### config.mk
export PLATFORM = sky130hd
export DESIGN_NAME = digit_glyph_sequencer
export DESIGN_NICKNAME = d
export VERILOG_FILES = /design/src/rtl/digit_glyph_sequencer.sv
export SDC_FILE = /design/constraint.sdc
export NUM_CORES = 1
export LEC_CHECK = 0
export CAP_MARGIN = 20
export CORE_AREA = 2 2 119 63
export DETAILED_ROUTE_END_ITERATION = 8
export DIE_AREA = 0 0 121 65
export GPL_TIMING_DRIVEN = 0
export PLACE_DENSITY = 0.84
export SYNTH_ARGS = -nofsm -noshare
export SYNTH_HDL_FRONTEND = slang
export SYNTH_SLANG_ARGS = --single-unit
### constraint.sdc
create_clock -name clk -period 5.05 [get_ports clk]
set_clock_uncertainty 0.15 [all_clocks]
set_input_delay 1.01 -clock clk [delete_from_list [all_inputs] [get_ports clk]]
set_output_delay 1.01 -clock clk [all_outputs]
set_load 0.03 [all_outputs]
### src/rtl/digit_glyph_sequencer.sv
// Maps VGA pixel coordinates onto an NDIG-digit decimal readout. The binary value is
// converted to BCD by a serial double-dabble FSM, and the new digits are committed during blanking.
module digit_glyph_sequencer #(
    parameter int         NDIG     = 4,
    parameter logic [9:0] X0       = 10'd64,
    parameter logic [9:0] Y0       = 10'd64,
    parameter int         SCALE_SH = 2,
    parameter logic [5:0] FG_COLOR = 6'b111111,
    parameter logic [5:0] BG_COLOR = 6'b000000,
    parameter bit         LZB      = 1'b1
) (
    input  logic        clk,
    input  logic        reset_n,
    input  logic [9:0]  x,
    input  logic [9:0]  y,
    input  logic        frame_start,
    input  logic [13:0] value_in,
    input  logic        value_valid,
    output logic [3:0]  glyph_sel,
    output logic [4:0]  glyph_row,
    output logic [4:0]  glyph_col,
    input  logic [5:0]  rom_data,
    output logic [5:0]  pixel_out,
    output logic        busy
);
    localparam int          CELL   = 8 << SCALE_SH;
    localparam logic [10:0] X_END  = 11'(X0) + 11'(NDIG * CELL);
    localparam logic [10:0] Y_END  = 11'(Y0) + 11'(CELL);
    localparam logic [1:0]  LAST   = 2'(NDIG - 1);

    typedef enum logic [1:0] {IDLE, CONVERT, COMMIT} state_t;

    state_t          state;
    logic [13:0]     pending;
    logic            upd;
    logic [29:0]     sr;
    logic [3:0]      cnt;
    logic [3:0][3:0] disp;   // disp[0] = ones digit

    // One double-dabble step: BCD field sits in sr[29:14], binary in sr[13:0].
    function automatic logic [29:0] dd_step(input logic [29:0] s);
        logic [29:0] t;
        t = s;
        for (int i = 0; i < 4; i++)
            if (t[14+4*i +: 4] >= 4'd5)
                t[14+4*i +: 4] = t[14+4*i +: 4] + 4'd3;
        return t << 1;
    endfunction

    always_ff @(posedge clk or negedge reset_n) begin
        if (!reset_n) begin
            state   <= IDLE;
            pending <= '0;
            upd     <= 1'b0;
            sr      <= '0;
            cnt     <= '0;
            disp    <= '0;
            busy    <= 1'b0;
        end else begin
            case (state)
                IDLE: if (frame_start && upd) begin
                    sr    <= {16'b0, pending};
                    upd   <= 1'b0;
                    cnt   <= '0;
                    busy  <= 1'b1;
                    state <= CONVERT;
                end
                CONVERT: begin
                    sr  <= dd_step(sr);
                    cnt <= cnt + 4'd1;
                    if (cnt == 4'd13) state <= COMMIT;
                end
                COMMIT: begin
                    disp  <= sr[29:14];
                    busy  <= 1'b0;
                    state <= IDLE;
                end
                default: state <= IDLE;
            endcase
            // Placed after the FSM so a same-cycle capture survives the upd clear.
            if (value_valid) begin
                pending <= (value_in > 14'd9999) ? 14'd9999 : value_in;
                upd     <= 1'b1;
            end
        end
    end

    // Stage 1: coordinate decode
    logic       in_field, blank;
    logic [1:0] slot;
    logic [2:0] col_c, row_c;
    logic [3:0] digit_c;
    logic [3:0] lz;

    assign in_field = (x >= X0) && ({1'b0, x} < X_END) && (y >= Y0) && ({1'b0, y} < Y_END);
    assign slot     = 2'((x - X0) >> (3 + SCALE_SH));
    assign col_c    = 3'((x - X0) >> SCALE_SH);
    assign row_c    = 3'((y - Y0) >> SCALE_SH);
    assign digit_c  = disp[LAST - slot];

    // lz[s]: every displayed digit from the leftmost through slot s is zero
    always_comb begin
        logic acc;
        acc = 1'b1;
        lz  = '0;
        for (int s = 0; s < NDIG; s++) begin
            acc   = acc & (disp[NDIG-1-s] == 4'd0);
            lz[s] = acc;
        end
    end

    assign blank = LZB && (slot < LAST) && lz[slot];

    logic in_field_d, blank_d;

    always_ff @(posedge clk or negedge reset_n) begin
        if (!reset_n) begin
            glyph_sel  <= '0;
            glyph_row  <= '0;
            glyph_col  <= '0;
            in_field_d <= 1'b0;
            blank_d    <= 1'b0;
            pixel_out  <= '0;
        end else begin
            in_field_d <= in_field;
            blank_d    <= in_field && blank;
            if (in_field) begin
                glyph_sel <= digit_c;
                glyph_row <= {2'b00, row_c};
                glyph_col <= {2'b00, col_c};
            end else begin
                glyph_sel <= '0;
                glyph_row <= '0;
                glyph_col <= '0;
            end
            // Stage 2: rom_data answers the stage-1 address combinationally
            pixel_out <= (in_field_d && !blank_d && rom_data == 6'd0) ? FG_COLOR : BG_COLOR;
        end
    end
endmodule

== Yosys cells after proc, flatten, opt, wreduce, memory -nomap -nowiden ==
Index checks and enable logic that the tools add are counted.

* Bits in registers: 90
* Input port bits: 44
* Output and inout bits: 21
* Logic and storage cells: 92

* Add/subtract/negate cells: 8
* $lt $le $gt $ge: 12
* Equality and inequality tests: 5
* Mux-type cells: 25
* Bitwise operators: 3
* Reduce and logical (&&, ||, !) cells: 23

{| class="wikitable"
|+ Operators with widths
! cell !! number
|-
| one-hot mux 30 bit (2 select lines) || 1
|-
| two-way mux 30 bit || 1
|-
| two-way mux 4 bit || 6
|-
| greater-or-equal comparator 10 x 7 -> 1 bit (second input constant) || 2
|-
| greater-or-equal comparator 4 x 3 -> 1 bit (second input constant) || 4
|-
| logical NOT 4 bit || 4
|-
| greater-than comparator 14 bit (second input constant) || 1
|-
| two-way mux 14 bit || 1
|-
| adder 4 x 2 -> 4 bit (second input constant) || 3
|-
| less-than comparator 10 x 7 -> 1 bit (second input constant) || 1
|-
| less-than comparator 10 x 8 -> 1 bit (second input constant) || 1
|-
| two-way mux 3 bit || 3
|-
| binary-select mux 4 bit (select 2 bit) || 1
|-
| logical AND 1 bit || 8
|-
| one-hot mux 4 bit (2 select lines) || 1
|-
| AND reduction 2 bit || 4
|-
| nonzero test 2 bit || 4
|-
| subtractor 7 bit (second input constant) || 1
|-
| logical NOT 6 bit || 1
|-
| less-than comparator 2 x 3 -> 1 bit (second input constant) || 2
|-
| two-way mux 6 bit || 1
|-
| two-way mux 1 bit || 5
|-
| subtractor 5 x 1 -> 5 bit (second input constant) || 1
|-
| adder 4 x 1 -> 4 bit (second input constant) || 1
|-
| other kinds (14) || 18
|}

== Logic depth before layout (Yosys ltp) ==
Gate-level depths: netlist of run 1.

* Word-level depth: 8
* Mapped depth: 6
* Depth with buffers taken out: 6

== Least setup slack after synthesis of run 1 ==
Ideal clock, no wire load.

* Path kind: input port to flip-flop
* From: input x[5]
* To: register glyph_sel[0]
* Setup time: 0.119 ns
* Data arrival time: 1.823 ns
* Data required time: 4.781 ns
* Setup slack: 2.958 ns
* Stages on the path: 3
* Buffers on the path: 1
* Path through: buf_2 mux4_2 and2_1

* Longest elaborated chain between the ends: 5
* Elaborated cells on any way between the ends: 10
* Those cells by class: 2 x add/sub; 2 x order compare; 3 x mux; 3 x reduce/logical

{| class="wikitable"
|+ RTL lines
! what !! RTL line !! source
|-
| start: declaration || 14 || <nowiki>input logic [9:0] x,</nowiki>
|-
| subtractor 7 bit (tied with other cells) || -- ||
|-
| subtractor 2 bit / logical AND 1 bit (equally long branches) || 99, 95 ||
|-
| binary-select mux 4 bit (select 2 bit) / logical AND 1 bit (equally long branches) || 99, 95 ||
|-
| two-way mux 4 bit (implied by the code) / logical AND 1 bit (equally long branches) || 99, 95 ||
|-
| two-way mux 4 bit (*) || 127 || <nowiki>if (in_field) begin</nowiki>
|-
| end signal: assignment || 128 || <nowiki>glyph_sel <= digit_c;</nowiki>
|-
| end: declaration || 19 || <nowiki>output logic [3:0] glyph_sel,</nowiki>
|}

Mark *: on every way between the ends. The rest lies on a longest branch, timed or not. The select of a mux whose other input is x is not followed.
A chain may end at the register's enable or synchronous reset.

==> results by group, run 1 <==
Outcome
  – Status: completed

STA
  – TNS Setup: 0 ns
  – Min Tclk post-route: 2.751 ns
  – Fin. max-slew vios: 0
  – Final-report hold violation count: 0
  – Unrepaired setup endpoints after global routing: no
  – # setup viols final: 0
  – Slew @ Worst Pin: 0.5743 ns
  – Slew margin rel.: 0.6171
  – Final period utilization: 0.5447
  – Hold WS: 0.3261 ns
  – Maximum clock rate: 0.3636 GHz

Power
  – Share of power burned in combinational logic: 0.307
  – Power Internal: 1588 µW
  – Power spent charging and discharging nets: 823.9 µW
  – Clock power frac: 0.279
  – Sequential share of power: 0.414
  – Power consumption: 2411 µW
  – Worst IR Drop VDD: 0.3373 mV
  – Leakage power summed over all cells: 0.002179 µW
  – Net switching share of the total power: 0.3416
  – Cell area power density: 501.5 nW/µm²

Global routing
  – Wire length of the first global-routing pass: 14.72 mm
  – Antenna violations before repair: 0
  – Total global-route track usage: 0.2501
  – Overflow after GRT: 0
  – Largest net degree at the start of global routing: 62
  – Vias in the first global route: 2913

Job
  – Maximum Capacitance Violations: 0

Critical path
  – Worst r2r path cells: 6
  – Buffers plus inverters on the worst setup path: 2
  – Critical Path Start: pixel_out[4]
  – Critical-path cell with the highest stage delay: clkdlybuf4s50_1
  – Arr. time, crit path: 1.59 ns
  – Capturing element type of the critical path: output port
  – Critical path, cell by cell: buf_4 > clkdlybuf4s50_1
  – Nature of the critical path startpoint: register
  – Worst R2R End: sr[24]
  – Crit Path Class: register to output port
  – CP max stage delay: 0.67 ns
  – R2R Path Start: sr[22]
  – Critical path endpoint: pixel_out[2]
  – Total stage count of the critical path: 2
  – Critical path required time: 3.89 ns
  – Cell class contributing the biggest share of worst-path delay: buffers and inverters
  – Largest driver fanout on the critical path: 6
  – Setup slack, reg-to-reg: 3.08 ns

Yosys
  – Mean post-synth cell area: 10.92 µm²
  – Most common flop cell mapped by yosys: dfrtp_1
  – Area share of fa/ha/maj cells after synthesis: 0.03282
  – Portion of the post-synthesis area used by sequential elements: 0.5317
  – Warnings from Yosys: 0
  – Fraction of synthesis flops using an asynchronous set or reset pin: 1.000
  – Most area-consuming cells after synthesis: dfrtp_1 (53%), mux2_2 (5.9%), nand2_1 (5.0%), nand3_1 (4.5%), ha_1 (3.3%)
  – Area share of and/or/nand/nor cells after synthesis: 0.1720
  – Flip-flop and latch count after synthesis: 81
  – Share of the synthesized area in compound gates (AO/OA/AOI/OAI): 0.06564
  – Post-synth cell types: 40
  – Number of synthesized flops with an enable pin: 0
  – Main combinational cell family by area after synthesis: simple AND/OR/NAND/NOR gates
  – Syn Std Cell Area: 3812 µm²
  – Share of Yosys cell area claimed by the top area cell type: 0.5317
  – Gate count after technology mapping: 349
  – Cell type with the highest aggregate area in the netlist: dfrtp_1
  – Multiplexer share of the synthesized area: 0.1142
  – Post-synthesis xor/xnor area fraction: 0.02297

Floorplanning
  – Height of the chip: 65 µm
  – Die Span X: 121 µm
  – Initial core utilization: 0.5474
  – Top-level I/O count: 65
  – Die area: 7865 µm²
  – Placement row count: 22
  – Area of the core: 6964 µm²

Clock tree
  – H-tree lvl count: 3
  – Skew-Pair Late Insertion Delay: 0.34 ns
  – Clock edge transition at the registers on the reported setup and hold paths: 0.06 ns
  – Post_cts resized: 0
  – Number of buffers created by CTS: 9
  – CTS sink cnt: 81
  – TritonCTS clock tree: yes
  – Setup Fix Bufs, Post-CTS: 0
  – Buffer cell driving the clock tree root: clkbuf_16
  – Number of buffers on the longest clock path: 2
  – Number of hold buffers added after CTS: 0

Final layout
  – Signed area change from the synthesized netlist to the final layout: 26.12%
  – Fraction of final layout cells with drive strength greater than 1: 0.1659
  – Number of nets at the end of the flow: 471
  – FF+latch area: 2027 µm²
  – Post-Layout Inst Area: 4808 µm²
  – Area taken by multi-input logic gates: 1569 µm²
  – Filler cell count: 485
  – Number of inserted diodes: 0

Hold path
  – Hold Path Class: register to register
  – Min-delay src: sr[0]
  – Worst hold path depth: 2

Placed design
  – Routability congestion estimate: 0.8786
  – HPWL after detailed placement: 6.355 mm
  – Instance area after placement: 4499 µm²
  – Number of port buffers: 53

Detailed routing
  – Wire length per cell: 17.28 µm
  – First DRT Iteration DRCs: 277
  – Via density per instance: 5.660
  – Routed vias: 2932
  – Remaining DRCs: 0
  – Final WL: 8.950 mm
  – Residual antenna-violating net count after detailed routing: 0
  – First-pass detailed-route iteration total: 4
layout make-up:
| class | count | area share |
|---|---|---|
| Inverter | 13 | 0.01015 |
| Clock buffer | 14 | 0.05699 |
| Timing Repair Buffer | 54 | 0.1155 |
| Buffer | 28 | 0.03721 |
| Clock inverter | 2 | 0.007286 |
| Sequential cell | 81 | 0.4215 |
| Tap cell | 96 | 0.02498 |
| Multi-Input combinational cell | 230 | 0.3263 |
synthesized netlist by cell type (6+ instances only):
cell / n
nand2_1: 51
dfrtp_1: 81
nor2_1: 13
inv_1: 13
mux2_2: 20
xor2_1: 6
buf_4: 12
mux2i_1: 12
buf_2: 11
o21ai_0: 15
ha_1: 10
nand3_1: 34
and2_1: 10
kinds of logic (layout without fill, tap and decap cells):
kind of cell / Yosys count / in the layout
xor+xnor: 10 / 10
fa+ha+maj: 10 / 10
flops: 81 / 81
simple gates: 134 / 134
other cells: 1 / 4
mux: 36 / 36
compound gates: 36 / 36
buf+inv: 41 / 111
worst min-delay path, delay by kind of cell (launching register included):
family,cells,cell delay (ns)
DFF,1,0.34
and+or+nand+nor,2,0.10
through the flow:
step | util | setup slack, ns | std cells
floorplan | - | 2.958 | 352
global placement | 0.6425 | 0.04532 | 501
detailed placement | 0.6461 | 2.324 | 502
CTS | 0.6904 | 2.280 | 518
global route | 0.6904 | 2.239 | 518
finish | 0.6904 | 2.299 | 518
registers in the layout (all words and copies together), names as in the netlist:
name        cells
glyph_col       3
pixel_out       1
in_field_d      1
busy            1
glyph_sel       4
glyph_row       3
pending        14
blank_d         1
sr             30
disp           16
cnt             4
state           2
upd             1
power groups by stage:
stage | logic [µW] | clock network (µW) | registers (µW)
global placement | 681 | 0 | 984
floorplan | 528 | 0 | 949
detailed placement | 727 | 0 | 996
global route | 818 | 711 | 1020
finish | 741 | 674 | 997
CTS | 735 | 682 | 990
worst min-delay path by stage:
stage	end
2_1_floorplan	sr[14]
3_3_place_gp	sr[6]
3_5_place_dp	sr[7]
4_1_cts	sr[7]
5_1_grt	sr[1]
6_report	sr[1]
routing by layer:
metal	global-route usage	share of wire	vias to the layer above	wire length (µm)
li1	-	-	1324	-
met1	0.3653	0.47	1480	4235
met2	0.3631	0.44	110	3970
met3	0.06338	0.069	18	616
met4	0.08866	0.014	0	128
met5	0	0	-	0
cell usage in the layout, fill, tap and decap left out, types with 2 or more instances in the layout:
cell type / instances
nand3b_1: 2
clkbuf_8: 3
xnor2_1: 4
buf_2: 11
and2_1: 10
nand2b_1: 5
clkbuf_1: 5
a21oi_1: 5
mux2_2: 20
conb_1: 4
nand2_1: 51
dfrtp_1: 81
inv_1: 13
clkbuf_16: 9
nor2_1: 13
o21ai_0: 15
xor2_1: 6
mux2i_1: 12
nor2b_1: 2
o32ai_1: 3
o22ai_1: 5
o211ai_1: 2
ha_1: 10
nand4_1: 2
nor4_1: 4
nor3_1: 5
clkdlybuf4s50_1: 52
buf_4: 13
nand3_1: 34
mux4_2: 4
buf_6: 2
(Power assumes the default switching activity.)
==> run 2, diff against run 1 <==
CORE_AREA = 2 2 130 69   (was 2 2 119 63)
DIE_AREA = 0 0 132 71   (was 0 0 121 65)
PLACE_DENSITY = 0.74   (was 0.84)
clock period = 2.4 ns   (was 5.05 ns; I/O delays follow)
==> run 2 against run 1 <==
  * Routed wire length shrank 4.7%
  * Core utilization is 11 points lower
  * Sequential share of layout area fell by 0.32 points
  * Die area rose by 19%
  * Count of clock-buffer cells in the layout is the same
  * Largest power group unchanged
  * Global-route usage fell by 4.9 points
  * Critical path depth is the same
  * Via count decreased by 5.2%
  * Register-to-register slack worse by 2.6 ns
  * Hold slack lost 0.0018 ns
  * Cell count is 4.2% higher
  * Combinational power is 110% higher
==> results by group, run 2 (synthesis results as in run 1) <==
Final layout
  – Top library cells by usage in the layout, fill and taps aside: dfrtp_1 (81), clkdlybuf4s50_1 (52), nand2_1 (51)
  – Reg with most FFs: sr
  – Flip-flop count of the largest register after layout: 30 (unchanged)
  – Signed area change from the synthesized netlist to the final layout: 27.08%
  – Fraction of final layout cells with drive strength greater than 1: 0.1655 (-0.0003921)
  – Number of nets at the end of the flow: 472 (+0.21%)
  – Commonest non-fill, non-tap cell in the layout: dfrtp_1
  – Largest regs: sr x30, disp x16, pending x14
  – Number of inserted diodes: 0 (unchanged)
  – Post-route non-filler standard cell count: 540 (+4.2%)

Clock tree
  – Skew-Pair Late Insertion Delay: 0.34 ns (about the same)
  – Number of buffers on the longest clock path: 2 (unchanged)
  – CTS sink cnt: 81 (unchanged)
  – TritonCTS clock tree: yes
  – Number of buffers created by CTS: 9 (unchanged)
  – Clock edge transition at the registers on the reported setup and hold paths: 0.06 ns (about the same)
  – Setup Fix Bufs, Post-CTS: 0 (unchanged)
  – H-tree lvl count: 3 (unchanged)
  – Buffer cell driving the clock tree root: clkbuf_16
  – Post_cts resized: 0 (unchanged)

STA
  – Maximum clock rate: 0.4556 GHz
  – Slew @ Worst Pin: 0.5814 ns (+0.007092 ns)
  – Fin. max-slew vios: 0 (unchanged)
  – Final period utilization: 0.9145
  – TNS Setup: 0 ns (unchanged)
  – Unrepaired setup endpoints after global routing: no
  – Min Tclk post-route: 2.195 ns
  – Slew margin rel.: 0.6124 (-0.004728)
  – # setup viols final: 0 (unchanged)
  – Final-report hold violation count: 0 (unchanged)

Outcome
  – Status: completed

Global routing
  – Global-route met1 utilization: 0.2994 (-0.06583)
  – Wire length of the first global-routing pass: 14.48 mm (-1.6%)
  – Overflow after GRT: 0 (unchanged)
  – Met2 demand-to-capacity share in global routing: 0.2824 (-0.08065)
  – Total global-route track usage: 0.2015 (-0.04860)
  – Vias in the first global route: 2763 (-5.1%)
  – Largest net degree at the start of global routing: 59 (-4.8%)
  – Antenna violations before repair: 0 (unchanged)
  – Global-route met3 utilization: 0.05735 (-0.006033)
  – Most used routing layer: met1

Critical path
  – Crit Path Class: register to output port
  – Largest driver fanout on the critical path: 6 (unchanged)
  – Nature of the critical path startpoint: register
  – Setup slack, reg-to-reg: 0.44 ns (-2.64 ns)
  – Critical path required time: 1.77 ns (-2.12 ns)
  – Arr. time, crit path: 1.56 ns (-0.03 ns)
  – Capturing element type of the critical path: output port

Placed design
  – HPWL after detailed placement: 6.254 mm (-1.6%)
  – Number of port buffers: 53 (unchanged)
  – Routability congestion estimate: 0.8920 (+1.5%)
  – Placed Instances: 523 (+4.2%)

Detailed routing
  – Residual antenna-violating net count after detailed routing: 0 (unchanged)
  – Final WL: 8.529 mm (-4.7%)
  – Routed vias: 2779 (-5.2%)
  – Wire length per cell: 15.79 µm (-8.6%)
  – Via density per instance: 5.146 (-9.1%)
  – First-pass detailed-route iteration total: 4 (unchanged)
  – Remaining DRCs: 0 (unchanged)
  – First DRT Iteration DRCs: 233 (-16%)

Power
  – Power consumption: 5008 µW (+110%)
  – Leakage power summed over all cells: 0.002183 µW (+0.19%)
  – Cell area power density: 1034 nW/µm² (+110%)
  – Worst IR Drop VDD: 0.5194 mV (+54%)

Floorplanning
  – Area of the core: 8318 µm² (+19%)
  – Placement row count: 24 (+9.1%)
  – Die area: 9372 µm² (+19%)
  – Top-level I/O count: 65 (unchanged)
  – Die Span X: 132 µm (+9.1%)
  – Height of the chip: 71 µm (+9.2%)
  – Initial core utilization: 0.4583 (-0.08910)

Hold path
  – Hold Path Class: register to register

Job
  – Maximum Capacitance Violations: 0 (unchanged)
-- run 2: cell types whose count changed in the layout (fill, tap and decap cells not counted) --
cell and change:
dlygate4sd3_1 +1
-- run 2: area by class of cell --
cell class / instances / area, µm²
multi-input cells: 230 / 1569
well taps: 117 / 146.4
inverters: 13 / 48.80
plain buffers: 28 / 178.9
fillers: 674 / 3473
clock buffers: 14 / 274.0
clock inverters: 2 / 35.03
flip-flops and latches: 81 / 2027
repair buffers: 55 / 565.5
-- run 2: critical path: stages, from the launching register on --
cell and delay [ns]:
dfrtp_1 0.43, buf_4 0.13, clkdlybuf4s50_1 0.67
-- run 2: worst paths after layout --
kind | startpoint | to | depth (start not counted)
worst max-delay path | pixel_out[4] | pixel_out[3] | 2
worst min-delay path | sr[2] | sr[3] | 2
worst max register to register | sr[18] | sr[20] | 6
worst min register to register | sr[2] | sr[3] | 2
max in group asynchronous | reset_n | cnt[1] | 3
min in group asynchronous | reset_n | glyph_sel[3] | 2
-- run 2: per-layer routing --
metal,part of all wire,up-vias
met2,0.42,69
met5,0,-
met4,0.013,0
met1,0.49,1367
met3,0.076,12
li1,-,1331
-- run 2: power by group --
| part | internal [µW] | switching (µW) |
|---|---|---|
| Clock | 890 | 518 |
| Combinational | 699 | 823 |
| Sequential | 1750 | 327 |
| Total | 3340 | 1670 |
-- run 2: timing repair --
item	4_1_cts	5_1_grt
endpoints found under the setup margin	0	0
endpoints found under the hold margin	23	0
hold buffers	1	0
-- run 2: stage by stage --
step / utilization / hold slack (ns) / area (µm²) / setup slack (ns)
after floorplan: - / 0.03441 / 3824 / 0.7393
after global placement: 0.5411 / 0.3077 / 4501 / -2.135
after detailed placement: 0.5441 / 0.2572 / 4526 / 0.1557
after CTS: 0.5824 / 0.3257 / 4845 / 0.1890
after global routing: 0.5824 / 0.3446 / 4845 / 0.1437
final: 0.5824 / 0.3242 / 4845 / 0.2053
==> run 3, diff against run 2 <==
CELL_PAD_IN_SITES_DETAIL_PLACEMENT = 1   (was unset)
CELL_PAD_IN_SITES_GLOBAL_PLACEMENT = 2   (was unset)
CORE_AREA = 2 2 160 84   (was 2 2 130 69)
DIE_AREA = 0 0 162 86   (was 0 0 132 71)
PLACE_DENSITY = unset   (was 0.74)
PLACE_DENSITY_LB_ADDON = 0.1   (was unset)
==> run 3 against run 2 <==
  * Hold slack gained 0.0089 ns
  * Count of clock-buffer cells in the layout shrank 5
  * Largest cell class unchanged
  * Critical path type unchanged
  * Non-clock buffer count is the same
==> results by group, run 3 (synthesis results as in run 1) <==
Outcome
  – Status: completed

STA
  – Slew @ Worst Pin: 0.5857 ns (+0.004260 ns)
  – # setup viols final: 0 (unchanged)
  – Maximum clock rate: 0.4529 GHz (-0.60%)
  – Final-report hold violation count: 0 (unchanged)
  – Slew margin rel.: 0.6096 (-0.002839)
  – Final period utilization: 0.9200 (+0.005542)
  – Unrepaired setup endpoints after global routing: no
  – Fin. max-slew vios: 0 (unchanged)
  – Min Tclk post-route: 2.208 ns (+0.01330 ns)

Clock tree
  – CTS sink cnt: 81 (unchanged)
  – Clock edge transition at the registers on the reported setup and hold paths: 0.07 ns (about the same)
  – H-tree lvl count: 3 (unchanged)
  – Number of hold buffers added after CTS: 1 (unchanged)
  – Buffer cell driving the clock tree root: clkbuf_16
  – Skew-Pair Late Insertion Delay: 0.34 ns (about the same)
  – Setup Fix Bufs, Post-CTS: 0 (unchanged)
  – Number of buffers on the longest clock path: 2 (unchanged)
  – TritonCTS clock tree: yes
  – Post_cts resized: 0 (unchanged)
  – Number of buffers created by CTS: 9 (unchanged)

Detailed routing
  – Via density per instance: 4.744 (-7.8%)
  – Routed vias: 2813 (+1.2%)
  – Residual antenna-violating net count after detailed routing: 0 (unchanged)
  – First DRT Iteration DRCs: 196 (-16%)
  – Remaining DRCs: 0 (unchanged)
  – Final WL: 10.36 mm (+21%)
  – Wire length per cell: 17.47 µm (+11%)
  – First-pass detailed-route iteration total: 4 (unchanged)

Power
  – Leakage power summed over all cells: 0.002159 µW (-1.1%)
  – Worst IR Drop VDD: 0.3933 mV (-24%)
  – Cell area power density: 1023 nW/µm² (-1.0%)
  – Share of power burned in combinational logic: 0.314 (+0.010)
  – Power spent charging and discharging nets: 1836 µW (+10%)
  – Power Internal: 3158 µW (-5.5%)
  – Clock power frac: 0.262 (-0.019)
  – Net switching share of the total power: 0.3676 (+0.03459)
  – Sequential share of power: 0.424 (+0.009)
  – Power consumption: 4993 µW (-0.30%)

Global routing
  – Vias in the first global route: 2988 (+8.1%)
  – Total global-route track usage: 0.1639 (-0.03759)
  – Largest net degree at the start of global routing: 66 (+12%)
  – Antenna violations before repair: 0 (unchanged)
  – Overflow after GRT: 0 (unchanged)
  – Wire length of the first global-routing pass: 17.03 mm (+18%)

Floorplanning
  – Die Span X: 162 µm (+23%)
  – Initial core utilization: 0.3072 (-0.1511)
  – Height of the chip: 86 µm (+21%)
  – Top-level I/O count: 65 (unchanged)
  – Placement row count: 29 (+21%)
  – Area of the core: 12410 µm² (+49%)
  – Die area: 13930 µm² (+49%)

Placed design
  – Routability congestion estimate: 0.7952 (-11%)
  – HPWL after detailed placement: 7.691 mm (+23%)
  – Number of port buffers: 53 (unchanged)

Final layout
  – Fraction of final layout cells with drive strength greater than 1: 0.1702 (+0.004728)
  – FF+latch area: 2027 µm² (unchanged)
  – Largest regs: sr x30, disp x16, pending x14
  – Number of inserted diodes: 0 (unchanged)
  – Reg with most FFs: sr
  – Flip-flop count of the largest register after layout: 30 (unchanged)
  – Signed area change from the synthesized netlist to the final layout: 28.03%
  – Commonest non-fill, non-tap cell in the layout: dfrtp_1
  – Filler cell count: 1407 (+110%)
  – Top library cells by usage in the layout, fill and taps aside: dfrtp_1 (81), clkdlybuf4s50_1 (52), nand2_1 (51)
  – Share of the core filled with cells in the final layout: 0.3933 (-0.1891)
  – Number of nets at the end of the flow: 472 (unchanged)
  – Area taken by multi-input logic gates: 1569 µm² (unchanged)

Critical path
  – Buffers plus inverters on the worst setup path: 2 (unchanged)
  – Capturing element type of the critical path: output port
  – CP max stage delay: 0.66 ns (about the same)
  – Critical path required time: 1.77 ns (about the same)
  – Critical path, cell by cell: buf_4 > clkdlybuf4s50_1
  – Cell class contributing the biggest share of worst-path delay: buffers and inverters
  – Largest driver fanout on the critical path: 6 (unchanged)
  – Arr. time, crit path: 1.58 ns (+0.02 ns)
  – Setup slack, reg-to-reg: 0.47 ns (+0.03 ns)
  – Worst r2r path cells: 6 (unchanged)
  – Worst R2R End: sr[20]
  – R2R Path Start: sr[18]
  – Nature of the critical path startpoint: register
  – Crit Path Class: register to output port
  – Critical-path cell with the highest stage delay: clkdlybuf4s50_1

Job
  – Maximum Capacitance Violations: 0 (unchanged)

Hold path
  – Hold Path End: sr[1]
  – Min-delay src: sr[0]
  – Worst hold path depth: 2 (unchanged)
  – Hold Path Class: register to register
run 3: cell types whose count changed in the layout (fill, tap and decap cells not counted):
cell	previous run	this run
bufinv_16	1	0
inv_6	0	3
clkbuf_8	3	0
clkinvlp_4	0	3
clkbuf_1	5	3
run 3: final cells by class:
class,instances,area share
repair buffers,55,0.1159
clock inverters,7,0.01102
multi-input cells,230,0.3215
flip-flops and latches,81,0.4153
clock buffers,9,0.04614
well taps,170,0.04358
inverters,13,0.009997
plain buffers,28,0.03666
run 3: power by group through the flow:
stage | combinational, µW | sequential, µW | clock (µW)
floorplan | 1110 | 2000 | 0
global placement | 1520 | 2120 | 0
detailed placement | 1580 | 2130 | 0
CTS | 1590 | 2110 | 1350
global route | 1790 | 2180 | 1430
finish | 1570 | 2120 | 1310
run 3: worst max-delay path by stage:
| stage | startpoint | endpoint | slack [ns] | cells past startpoint |
|---|---|---|---|---|
| 3_5_place_dp | value_in[6] | pending[0] | 0.20 | 5 |
| 3_3_place_gp | reset_n | disp[5] | -2.51 | 1 |
| 4_1_cts | pixel_out[4] | pixel_out[2] | 0.17 | 2 |
| 2_1_floorplan | sr[14] | sr[16] | 0.74 | 6 |
| 5_1_grt | pixel_out[4] | pixel_out[4] | 0.11 | 2 |
| 6_report | pixel_out[4] | pixel_out[4] | 0.19 | 2 |
run 3: tightest hold or removal path, cell delays in order, from the launching register on:
cell,delay (ns)
dfrtp_1,0.34
nand2_1,0.05
nand3_1,0.06
run 3: layer usage:
metal	wire length, µm	up-vias	track usage
met2	3830	51	0.2023
met3	439	11	0.04497
li1	-	1326	-
met1	6003	1425	0.2683
met4	89	0	0.04264
met5	0	-	0
run 3: stage by stage:
step,hold WS (ns),setup WS (ns),setup TNS (ns),instance area (µm²),std cells
after CTS,0.3317,0.1726,0,4881,593
after detailed placement,0.2265,0.1975,0,4592,576
after floorplan,0.03441,0.7393,0,3824,352
after global routing,0.3482,0.1081,0,4881,593
after global placement,0.3100,-2.508,-202.42,4567,575
final,0.3332,0.1920,0,4881,593
